--- src/rtl/pc_stack_unit.sv ---
// Program counter with an integrated hardware return-address stack (CALL pushes PC+1, RET pops).
// Optional macro PC_STK_CIRC_EN: overflow PUSH overwrites the oldest entry instead of flagging an error.
module pc_stack_unit #(
    parameter int WIDTH = 10,
    parameter int DEPTH = 8
) (
    input  logic             clk,
    input  logic             rst,
    input  logic [WIDTH-1:0] d_in,
    input  logic             pc_ld,
    input  logic             pc_inc,
    input  logic             push,
    input  logic             pop,
    output logic [WIDTH-1:0] pc_count,
    output logic [WIDTH-1:0] stk_top,
    output logic             stk_empty,
    output logic             stk_full,
    output logic             stk_err
);

    localparam int PW = (DEPTH > 1) ? $clog2(DEPTH) : 1;
    localparam logic [PW:0] SP_MAX = (PW + 1)'(DEPTH);

    logic [WIDTH-1:0] stk_mem [DEPTH];
    logic [PW:0]      sp;
    logic [PW-1:0]    wr_idx;
    logic [PW-1:0]    top_idx;
    logic [WIDTH-1:0] ret_addr;

    assign ret_addr = pc_count + WIDTH'(1);

    // wr_idx always points one past the top; with an empty stack the
    // non-circular build falls back to index 0 (last value held there).
`ifdef PC_STK_CIRC_EN
    assign top_idx = wr_idx - PW'(1);
`else
    assign top_idx = (sp == '0) ? '0 : wr_idx - PW'(1);
`endif

    assign stk_top   = stk_mem[top_idx];
    assign stk_empty = (sp == '0);
    assign stk_full  = (sp == SP_MAX);

    always_ff @(posedge clk) begin
        if (rst) begin
            pc_count <= '0;
            sp       <= '0;
            wr_idx   <= '0;
            stk_err  <= 1'b0;
            for (int i = 0; i < DEPTH; i++) begin
                stk_mem[i] <= '0;
            end
        end else begin
            if (pc_ld) begin
                pc_count <= d_in;
            end else if (pc_inc) begin
                pc_count <= pc_count + WIDTH'(1);
            end

            if (push && pop) begin
                stk_err <= 1'b1;
            end else if (push) begin
                if (sp == SP_MAX) begin
`ifdef PC_STK_CIRC_EN
                    stk_mem[wr_idx] <= ret_addr;
                    wr_idx          <= wr_idx + PW'(1);
`else
                    stk_err <= 1'b1;
`endif
                end else begin
                    stk_mem[wr_idx] <= ret_addr;
                    wr_idx          <= wr_idx + PW'(1);
                    sp              <= sp + (PW + 1)'(1);
                end
            end else if (pop) begin
                if (sp == '0) begin
                    stk_err <= 1'b1;
                end else begin
                    wr_idx <= wr_idx - PW'(1);
                    sp     <= sp - (PW + 1)'(1);
                end
            end
        end
    end

endmodule

--- config.mk ---
export PLATFORM = sky130hd
export DESIGN_NAME = pc_stack_unit
export DESIGN_NICKNAME = d
export VERILOG_FILES = /design/src/rtl/pc_stack_unit.sv
export SDC_FILE = /design/constraint.sdc
export NUM_CORES = 1
export LEC_CHECK = 0
export BUFFER_PORTS_ARGS = -buffer_cell sky130_fd_sc_hd__buf_2
export CAP_MARGIN = 20
export CORE_MARGIN = 3
export CORE_UTILIZATION = 54
export DETAILED_ROUTE_END_ITERATION = 10
export PLACE_DENSITY_LB_ADDON = 0.12
export SLEW_MARGIN = 20
export SYNTH_ARGS = -nofsm -noshare
export SYNTH_HDL_FRONTEND = slang
export SYNTH_SLANG_ARGS = --single-unit
--- constraint.sdc ---
create_clock -name clk -period 2.1 [get_ports clk]
set_input_delay 0 -clock clk [delete_from_list [all_inputs] [get_ports clk]]
set_output_delay 0 -clock clk [all_outputs]
set_load 0.005 [all_outputs]
==> results.md, run 1 <==
- Element type at the critical path end: output port
- Width of the die: 101 µm
- Critical path launch point: sp[0]
- Placer Congestion: 0.825
- Number of max-cap violations: 0
- Total via count in the routed design: 3481
- Worst min-delay path category: in2reg
- Sequential element share of the synthesized area: 0.564
- Via count of the first global-routing pass: 3506
- Area of the core: 8760 µm²
- Crit path max fanout: 9
- Clock skew after layout: 0.0126 ns
- Peak supply drop: 0.464 mV
- RSZ-0062 raised after global routing: yes
- CP max-delay cell: or4_4
- Worst hold path depth: 3
- Synthesized instance count: 434
- Family with the most delay on the worst path: simple AND/OR/NAND/NOR gates
- Data required, critical path: 2.10 ns
- Buffers & Inverters on Critical Path: 3
- Number of inserted filler cells in the final layout: 700
- Post-detailed-route wirelength per cell: 18.1 µm
- Std-Cell Rows: 34
- Final total power: 5.27 mW
- Count of unique library cells instantiated by Yosys: 46
- Startpoint class of the critical path: flip-flop
- Antenna violations before repair: 0
- Via-per-instance ratio: 5.65
- Total iterations of the first detailed-routing run: 5
- Largest stage delay, worst path: 0.60 ns
- Num ports: 39
- Pin count of the biggest net entering global routing: 43
- Number of CTS-inserted buffers: 9
- Starting Density: 0.559
- DR iter-0 viols: 201
- Final worst path period need: 2.12 ns
- Tcrit/Tclk final: 1.01
- Top library cells by usage in the layout, fill and taps aside: nor2_1, edfxtp_1, mux2i_1, buf_2, buf_4
- Count of antenna-violating nets left after detailed routing: 0
- Total Die Area: 10200 µm²
- CP Class: reg2out
- Clock latency of the later-clocked register in the worst-skew pair: 0.37 ns
- Max-slew violations: 0
- Count of input and output buffers: 38
- Outcome: complete, but fails checks
- Hold Vio Cnt, Final: 0
- Number of levels in the clock H-tree: 3
- Main synth FF type: edfxtp_1
- Design Area, Final: 5750 µm²
- Growth of design area from synthesis to finish: 17.5%
- First-pass GRT wire length: 18.0 mm
- N_diodes: 0
- Startpoint of the tightest hold check path: rst
- Placed wire-length estimate: 7.70 mm
- Least-Margin Pin Slew: 0.943 ns
- Pre-CTS worst setup slack: 0.129 ns
- Violations in the final reports: negative setup slack
- Net count reported at finish: 526
- WHS Endpoint: wr_idx[1]
- Critical register-to-register path startpoint: pc_count[1]
- Count of flip-flops with a built-in enable after synthesis: 80
- Power density over cell area: 917 nW/µm²
- Leakage power: 2.15 nW
- Fmax achieved: 471 MHz
- Post-synthesis register bit count: 98
- Clock sinks: 98
- Endpoint of the worst register-to-register path: stk_mem[1][8]
- Clock Tree Root: clkbuf_8
- Net count of the mapped netlist: 456
- Clock tree from TritonCTS: built
- Clock edge transition at the registers on the reported setup and hold paths: 0.11 ns
- Worst-case reg-to-reg path depth: 5
- Placed standard-cell area: 5330 µm²
- Remaining routing DRC violations: 0
- Number of buffers on the longest clock path: 2
- Die Y-Extent: 101 µm
- Smallest setup slack after layout: -0.0243 ns
- Leading cell type in the layout, fill and taps excluded: nor2_1
- Worst Hold Margin: 0.0398 ns
- Total Wirelength: 11.2 mm
- Cell area after synthesis: 4890 µm²
- Ratio of cells with drive above 1 in the final layout: 0.250
- Global route total overflow: 0
- Async set-reset flop share out of synthesis: 0
- Setup TNS: -0.0578 ns
- Relative slew margins: 0.367
- Register-to-register setup slack: 0.20 ns
- Total number of yosys warnings: 0
- All-Layer GR Usage: 0.232
- Mean cell area of the mapped netlist: 11.3 µm²
- Worst Path Arrival: 2.12 ns
- Sequence of cells on the critical path: or4_4, clkinv_8, nor3_4, buf_12, a211oi_2, o221a_2, buf_2
- Finish-stage setup viols: 4
-- metal layers --
layer  up-vias  GRT usage  wire length (µm)
met5         -          0                 0
met1      1692      0.295              4660
li1       1674          -                 -
met2       103      0.406              5750
met3        12     0.0393               589
met4         0     0.0716               168
-- synthesized netlist by cell type (2+ instances only) --
| master | n | area share |
|---|---|---|
| edfxtp_1 | 80 | 0.49 |
| nor2_1 | 109 | 0.084 |
| or3_1 | 2 | 0.0026 |
| inv_1 | 11 | 0.0084 |
| dfxtp_1 | 18 | 0.074 |
| a211oi_2 | 8 | 0.020 |
| o221a_2 | 8 | 0.018 |
| ha_1 | 5 | 0.013 |
| mux2i_1 | 39 | 0.080 |
| clkbuf_1 | 11 | 0.0084 |
| nand3b_1 | 2 | 0.0031 |
| xor2_1 | 7 | 0.013 |
| o21ai_0 | 2 | 0.0020 |
| nand2b_1 | 12 | 0.015 |
| nand3_1 | 10 | 0.010 |
| xnor2_1 | 15 | 0.027 |
| nor4_1 | 3 | 0.0038 |
| a21oi_1 | 11 | 0.011 |
| buf_2 | 13 | 0.013 |
| nor2b_1 | 3 | 0.0038 |
| buf_1 | 2 | 0.0015 |
| nand4_1 | 4 | 0.0051 |
| buf_4 | 2 | 0.0031 |
| mux2_2 | 4 | 0.0092 |
| nand2_1 | 12 | 0.0092 |
| o21a_1 | 6 | 0.0092 |
| nor3_1 | 16 | 0.016 |
-- worst reg2reg max path: stages, from the launching register on --
cell	delay, ns
dfxtp_1	0.46
ha_1	0.28
nand3_1	0.13
nor3_1	0.26
xnor2_1	0.40
nor2_1	0.09
-- kinds of logic (layout without fill, tap and decap cells) --
logic type,Yosys count,in the layout,share of synthesized area
adders and majority gates,6,6,0.0169
and+or+nand+nor,179,179,0.167
buffers and inverters,40,114,0.0381
AOI/OAI and AO/OA,44,44,0.0772
muxes,44,44,0.0936
xor gates and xnor gates,23,23,0.0427
DFF,98,98,0.564
-- report_power, final --
part | internal [mW] | leakage, nW | switching [mW]
Sequential | 2.21 | 0.978 | 0.0773
Combinational | 0.892 | 1.09 | 0.965
Clock | 0.444 | 0.0884 | 0.684
-- area by class of cell --
type	instances	area (µm²)	area share
Clock inverter	6	50.0	0.00870
Sequential cell	98	2770	0.481
Clock buffer	9	124	0.0215
Inverter	12	57.6	0.0100
Multi-Input combinational cell	296	2000	0.348
Timing Repair Buffer	87	617	0.107
Tap cell	108	135	0.0235
-- repair_timing --
action                                  in CTS  in global routing
setup buffers                                5                  0
pin swaps                                    2                  0
endpoints found under the hold margin       11                  0
hold buffers                                12                  0
resized for setup                            9                  7
endpoints found under the setup margin      10                 10
-- state kept, by name (all words and copies together), names as in the netlist --
name and count:
stk_mem 80, pc_count 10, sp 4, wr_idx 3
stk_err 1
-- metrics by stage --
step            util  cells
2_1_floorplan      -    434
3_3_place_gp   0.609    584
3_5_place_dp   0.609    584
4_1_cts        0.652    616
5_1_grt        0.656    616
6_report       0.656    616
-- worst max-delay path by stage --
stage / depth (start not counted) / end / slack (ns)
finish: 7 / stk_top[0] / -0.02
CTS: 7 / stk_top[2] / -0.04
detailed placement: 6 / stk_top[7] / 0.13
global placement: 6 / stk_top[7] / 0.12
global route: 7 / stk_top[5] / -0.08
floorplan: 7 / stk_top[0] / 0.01
Note: power is estimated with default switching activity, not from simulation.
==> run 2: changes to the inputs <==
--- a/config.mk
+++ b/config.mk
@@ -11,6 +11,7 @@
 export CORE_UTILIZATION = 54
 export DETAILED_ROUTE_END_ITERATION = 10
 export PLACE_DENSITY_LB_ADDON = 0.12
+export RECOVER_POWER = 50
 export SLEW_MARGIN = 20
 export SYNTH_ARGS = -nofsm -noshare
 export SYNTH_HDL_FRONTEND = slang
==> results.md, run 2 (synthesis results as in run 1) <==
- Least-Margin Pin Slew: 0.947 ns
- Largest register by flop count: stk_mem
- Total Die Area: 10200 µm²
- Count of input and output buffers: 38
- Critical register-to-register path startpoint: sp[1]
- Die Y-Extent: 101 µm
- Clock Tree Root: clkbuf_8
- Clock latency of the later-clocked register in the worst-skew pair: 0.37 ns
- DR iter-0 viols: 209
- Finished Layout Cells: 616
- Register-to-register setup slack: 0.10 ns
- Max FFs per register: 80
- Clock skew after layout: 0.0120 ns
- Antenna violations before repair: 0
- Top library cells by usage in the layout, fill and taps aside: nor2_1, edfxtp_1, mux2i_1
- All-Layer GR Usage: 0.232
- Smallest setup slack after layout: -0.0257 ns
- Finish-stage setup viols: 4
- Peak supply drop: 0.464 mV
- Starting Density: 0.559
- Net count reported at finish: 526
- Total iterations of the first detailed-routing run: 4
- RSZ-0062 raised after global routing: yes
- Placer Congestion: 0.825
- Clock sinks: 98
- CP Class: reg2out
- Fmax achieved: 470 MHz
- Via count of the first global-routing pass: 3506
- Violations in the final reports: negative setup slack
- Worst Hold Margin: 0.0380 ns
- Pre-CTS worst setup slack: 0.129 ns
- Hold Vio Cnt, Final: 0
- Number of CTS-inserted buffers: 9
- WHS Endpoint: wr_idx[1]
- Growth of design area from synthesis to finish: 16.5%
- Data required, critical path: 2.10 ns
- N_diodes: 0
- Number of max-cap violations: 0
- Number of levels in the clock H-tree: 3
- Crit path max fanout: 9
- Leading cell type in the layout, fill and taps excluded: nor2_1
- Remaining routing DRC violations: 0
- Count of antenna-violating nets left after detailed routing: 0
- Post-detailed-route wirelength per cell: 18.1 µm
- Ratio of cells with drive above 1 in the final layout: 0.230
- Final design utilization: 0.651
- Num ports: 39
- Total via count in the routed design: 3472
- Tcrit/Tclk final: 1.01
- Endpoint of the worst register-to-register path: stk_mem[5][6]
- Global route total overflow: 0
- Placed wire-length estimate: 7.70 mm
- Max-slew violations: 0
- Cell count after placement: 584
- Std-Cell Rows: 34
- Worst-case reg-to-reg path depth: 6
- Outcome: complete, but fails checks
- First-pass GRT wire length: 18.0 mm
- Via-per-instance ratio: 5.64
- Worst hold path depth: 3
- Total Wirelength: 11.2 mm
- Worst Path Arrival: 2.13 ns
- Final worst path period need: 2.13 ns
- Power density over cell area: 924 nW/µm²
- Leakage power: 2.11 nW
- Startpoint of the tightest hold check path: rst
- Area of the core: 8760 µm²
- Clock edge transition at the registers on the reported setup and hold paths: 0.10 ns
- Largest registers: stk_mem: 80 flops, pc_count: 10 flops, sp: 4 flops
- Setup TNS: -0.0652 ns
- Width of the die: 101 µm
- Number of buffers on the longest clock path: 2
- Clock tree from TritonCTS: built
- Startpoint class of the critical path: flip-flop
- Element type at the critical path end: output port
- Relative slew margins: 0.364
- Worst min-delay path category: in2reg
- Pin count of the biggest net entering global routing: 43
-- run 2: critical path, cell delays in order (launching register included) --
cell      delay [ns]
dfxtp_1         0.33
or4_4           0.60
clkinv_8        0.09
nor3_4          0.05
buf_12          0.15
a211oi_2        0.19
o221a_2         0.22
buf_2           0.11
-- run 2: layout make-up --
cell class	count	area [µm²]
Fill cell	707	3060
Sequential cell	98	2770
Multi-Input combinational cell	296	1990
Timing Repair Buffer	87	576
Tap cell	108	135
Clock buffer	9	124
Inverter	12	57.6
Clock inverter	6	50.0
-- run 2: stage by stage --
| step | total power, mW | area, µm² |
|---|---|---|
| final | 5.27 | 5700 |
| after global routing | 5.51 | 5700 |
| after CTS | 5.25 | 5720 |
| after detailed placement | 3.97 | 5330 |
| after global placement | 3.94 | 5330 |
| after floorplan | 3.44 | 4890 |
-- run 2: power by group --
| part | internal, mW | leakage, nW | switching, mW |
|---|---|---|---|
| registers | 2.21 | 0.978 | 0.0779 |
| clock network | 0.444 | 0.0884 | 0.692 |
| logic | 0.880 | 1.05 | 0.963 |
| total | 3.54 | 2.11 | 1.73 |
-- run 2: metal layers --
layer	track usage	routed length, µm	up-vias
met1	0.295	4570	1694
met5	0	0	-
li1	-	-	1672
met2	0.406	5760	96
met4	0.0716	140	0
met3	0.0393	687	10
-- run 2: worst max path at each step --
stage,start,endpoint,cells past startpoint
finish,sp[0],stk_top[2],7
global route,sp[3],stk_top[5],7
CTS,sp[0],stk_top[2],7
detailed placement,wr_idx[0],stk_top[7],6
global placement,wr_idx[0],stk_top[7],6
floorplan,wr_idx[0],stk_top[0],7
-- run 2: timing repair --
item | 4_1_cts | 5_1_grt
setup endpoints to repair | 10 | 10
hold endpoints to repair | 11 | 0
pin swaps | 2 | 0
hold buffers | 12 | 0
gates cloned | 0 | 0
resized for setup | 9 | 7
setup buffers | 5 | 0
==> run 3: changes to the inputs <==
--- a/config.mk
+++ b/config.mk
@@ -12,6 +12,7 @@
 export DETAILED_ROUTE_END_ITERATION = 10
 export PLACE_DENSITY_LB_ADDON = 0.12
 export RECOVER_POWER = 50
+export SKIP_CTS_REPAIR_TIMING = 1
 export SLEW_MARGIN = 20
 export SYNTH_ARGS = -nofsm -noshare
 export SYNTH_HDL_FRONTEND = slang
==> results.md, run 3 (synthesis results as in run 1) <==
- Num ports: 39
- Final total power: 5.18 mW
- CP max-delay cell: or4_4
- First-pass GRT wire length: 17.6 mm
- Worst Hold Margin: -0.0320 ns
- All-Layer GR Usage: 0.228
- Family with the most delay on the worst path: simple AND/OR/NAND/NOR gates
- Net count reported at finish: 520
- Design Area, Final: 5640 µm²
- Crit path max fanout: 9
- Finished Layout Cells: 610
- Least-Margin Pin Slew: 0.940 ns
- Peak supply drop: 0.438 mV
- Clock latency of the later-clocked register in the worst-skew pair: 0.37 ns
- Sequence of cells on the critical path: or4_4, clkinv_8, nor3_4, buf_12, a211oi_2, o221a_2, buf_2
- Total iterations of the first detailed-routing run: 5
- Largest stage delay, worst path: 0.61 ns
- Largest registers: stk_mem: 80 flops, pc_count: 10 flops, sp: 4 flops
- Outcome: complete, but fails checks
- Finish-stage setup viols: 6
- Hold Vio Cnt, Final: 3
- Smallest setup slack after layout: -0.0466 ns
- Buffers & Inverters on Critical Path: 3
- Worst Path Arrival: 2.15 ns
- Ratio of cells with drive above 1 in the final layout: 0.223
- Total via count in the routed design: 3446
- RSZ-0062 raised after global routing: yes
- Number of max-cap violations: 0
- Placed wire-length estimate: 7.70 mm
- N_diodes: 0
- Power density over cell area: 918 nW/µm²
- Leading cell type in the layout, fill and taps excluded: nor2_1
- Global route total overflow: 0
- Pre-CTS worst setup slack: 0.129 ns
- P_int: 3.48 mW
- Number of levels in the clock H-tree: 3
- Psw: 1.70 mW
- Via count of the first global-routing pass: 3388
- Clock tree from TritonCTS: built
- Relative slew margins: 0.369
- Leakage power: 2.09 nW
- Violations in the final reports: negative hold slack, negative setup slack
- CP Class: reg2out
- Growth of design area from synthesis to finish: 15.3%
- Via-per-instance ratio: 5.65
- Combinational fraction of design power: 0.341
- Remaining routing DRC violations: 0
- Fmax achieved: 466 MHz
- Element type at the critical path end: output port
- Width of the die: 101 µm
- Max FFs per register: 80
- Placed standard-cell area: 5330 µm²
- Number of buffers on the longest clock path: 2
- Largest register by flop count: stk_mem
- Data required, critical path: 2.10 ns
- Starting Density: 0.559
- Placer Congestion: 0.825
- Top library cells by usage in the layout, fill and taps aside: nor2_1, edfxtp_1, mux2i_1
- Share of total power in the clock network: 0.218
- Total Die Area: 10200 µm²
- Std-Cell Rows: 34
- Count of antenna-violating nets left after detailed routing: 0
- Reg power frac: 0.442
- Final worst path period need: 2.15 ns
- Post-detailed-route wirelength per cell: 18.1 µm
- Max-slew violations: 0
- Cell count after placement: 584
- Pin count of the biggest net entering global routing: 43
- Total Wirelength: 11.1 mm
- Clock sinks: 98
- Antenna violations before repair: 0
- Startpoint class of the critical path: flip-flop
- Area of the core: 8760 µm²
- Tcrit/Tclk final: 1.02
- Clock edge transition at the registers on the reported setup and hold paths: 0.10 ns
- Clock Tree Root: clkbuf_8
- Clock skew after layout: 0.0124 ns
- Count of input and output buffers: 38
- Number of CTS-inserted buffers: 9
- Worst min-delay path category: in2reg
- Sw frac: 0.328
- Die Y-Extent: 101 µm
- DR iter-0 viols: 232
## run 3: cell types whose count changed in the layout (fill, tap and decap cells not counted), sizes merged
cell / previous run / this run
dlygate4sd3: 12 / 9
buf: 59 / 54
clkbuf: 25 / 27
## run 3: worst register-to-register path, stage by stage, from the launching register on
cell and delay, ns:
dfxtp_1 0.35, clkbuf_1 0.24, nor4b_2 0.11, nor4_1 0.24
clkbuf_2 0.19, nand3_1 0.11, nand2b_1 0.41
## run 3: power by group through the flow
stage	registers, mW	clock network (mW)	logic (mW)
global route	2.30	1.22	1.91
detailed placement	2.33	0	1.64
floorplan	2.31	0	1.13
global placement	2.32	0	1.62
CTS	2.28	1.15	1.65
finish	2.29	1.13	1.76
## run 3: layout make-up
class | instances | area (µm²)
Inverter | 12 | 57.6
Tap cell | 108 | 135
Clock inverter | 6 | 50.0
Sequential cell | 98 | 2770
Fill cell | 709 | 3120
Multi-Input combinational cell | 296 | 2000
Clock buffer | 9 | 124
Timing Repair Buffer | 81 | 517
## run 3: stage by stage
step                      hold WS (ns)   util  setup TNS (ns)
after floorplan                  0.143      -               0
after global placement           0.231  0.609               0
after detailed placement         0.241  0.609               0
after CTS                       -0.148  0.628           -2.23
after global routing           0.00548  0.644           -2.44
final                          -0.0320  0.644          -0.148
## run 3: worst paths after layout
| kind | cells past startpoint | to | from | slack, ns |
|---|---|---|---|---|
| max | 7 | stk_top[0] | sp[0] | -0.05 |
| min | 4 | pc_count[6] | d_in[6] | -0.03 |
| max reg2reg | 6 | stk_mem[5][0] | sp[1] | 0.09 |
| min reg2reg | 2 | stk_err | stk_err | 0.49 |
## run 3: metal layers
metal | global-route usage | share of wire
met1 | 0.296 | 0.42
met2 | 0.386 | 0.51
met3 | 0.0489 | 0.054
met4 | 0.0644 | 0.011
met5 | 0 | 0
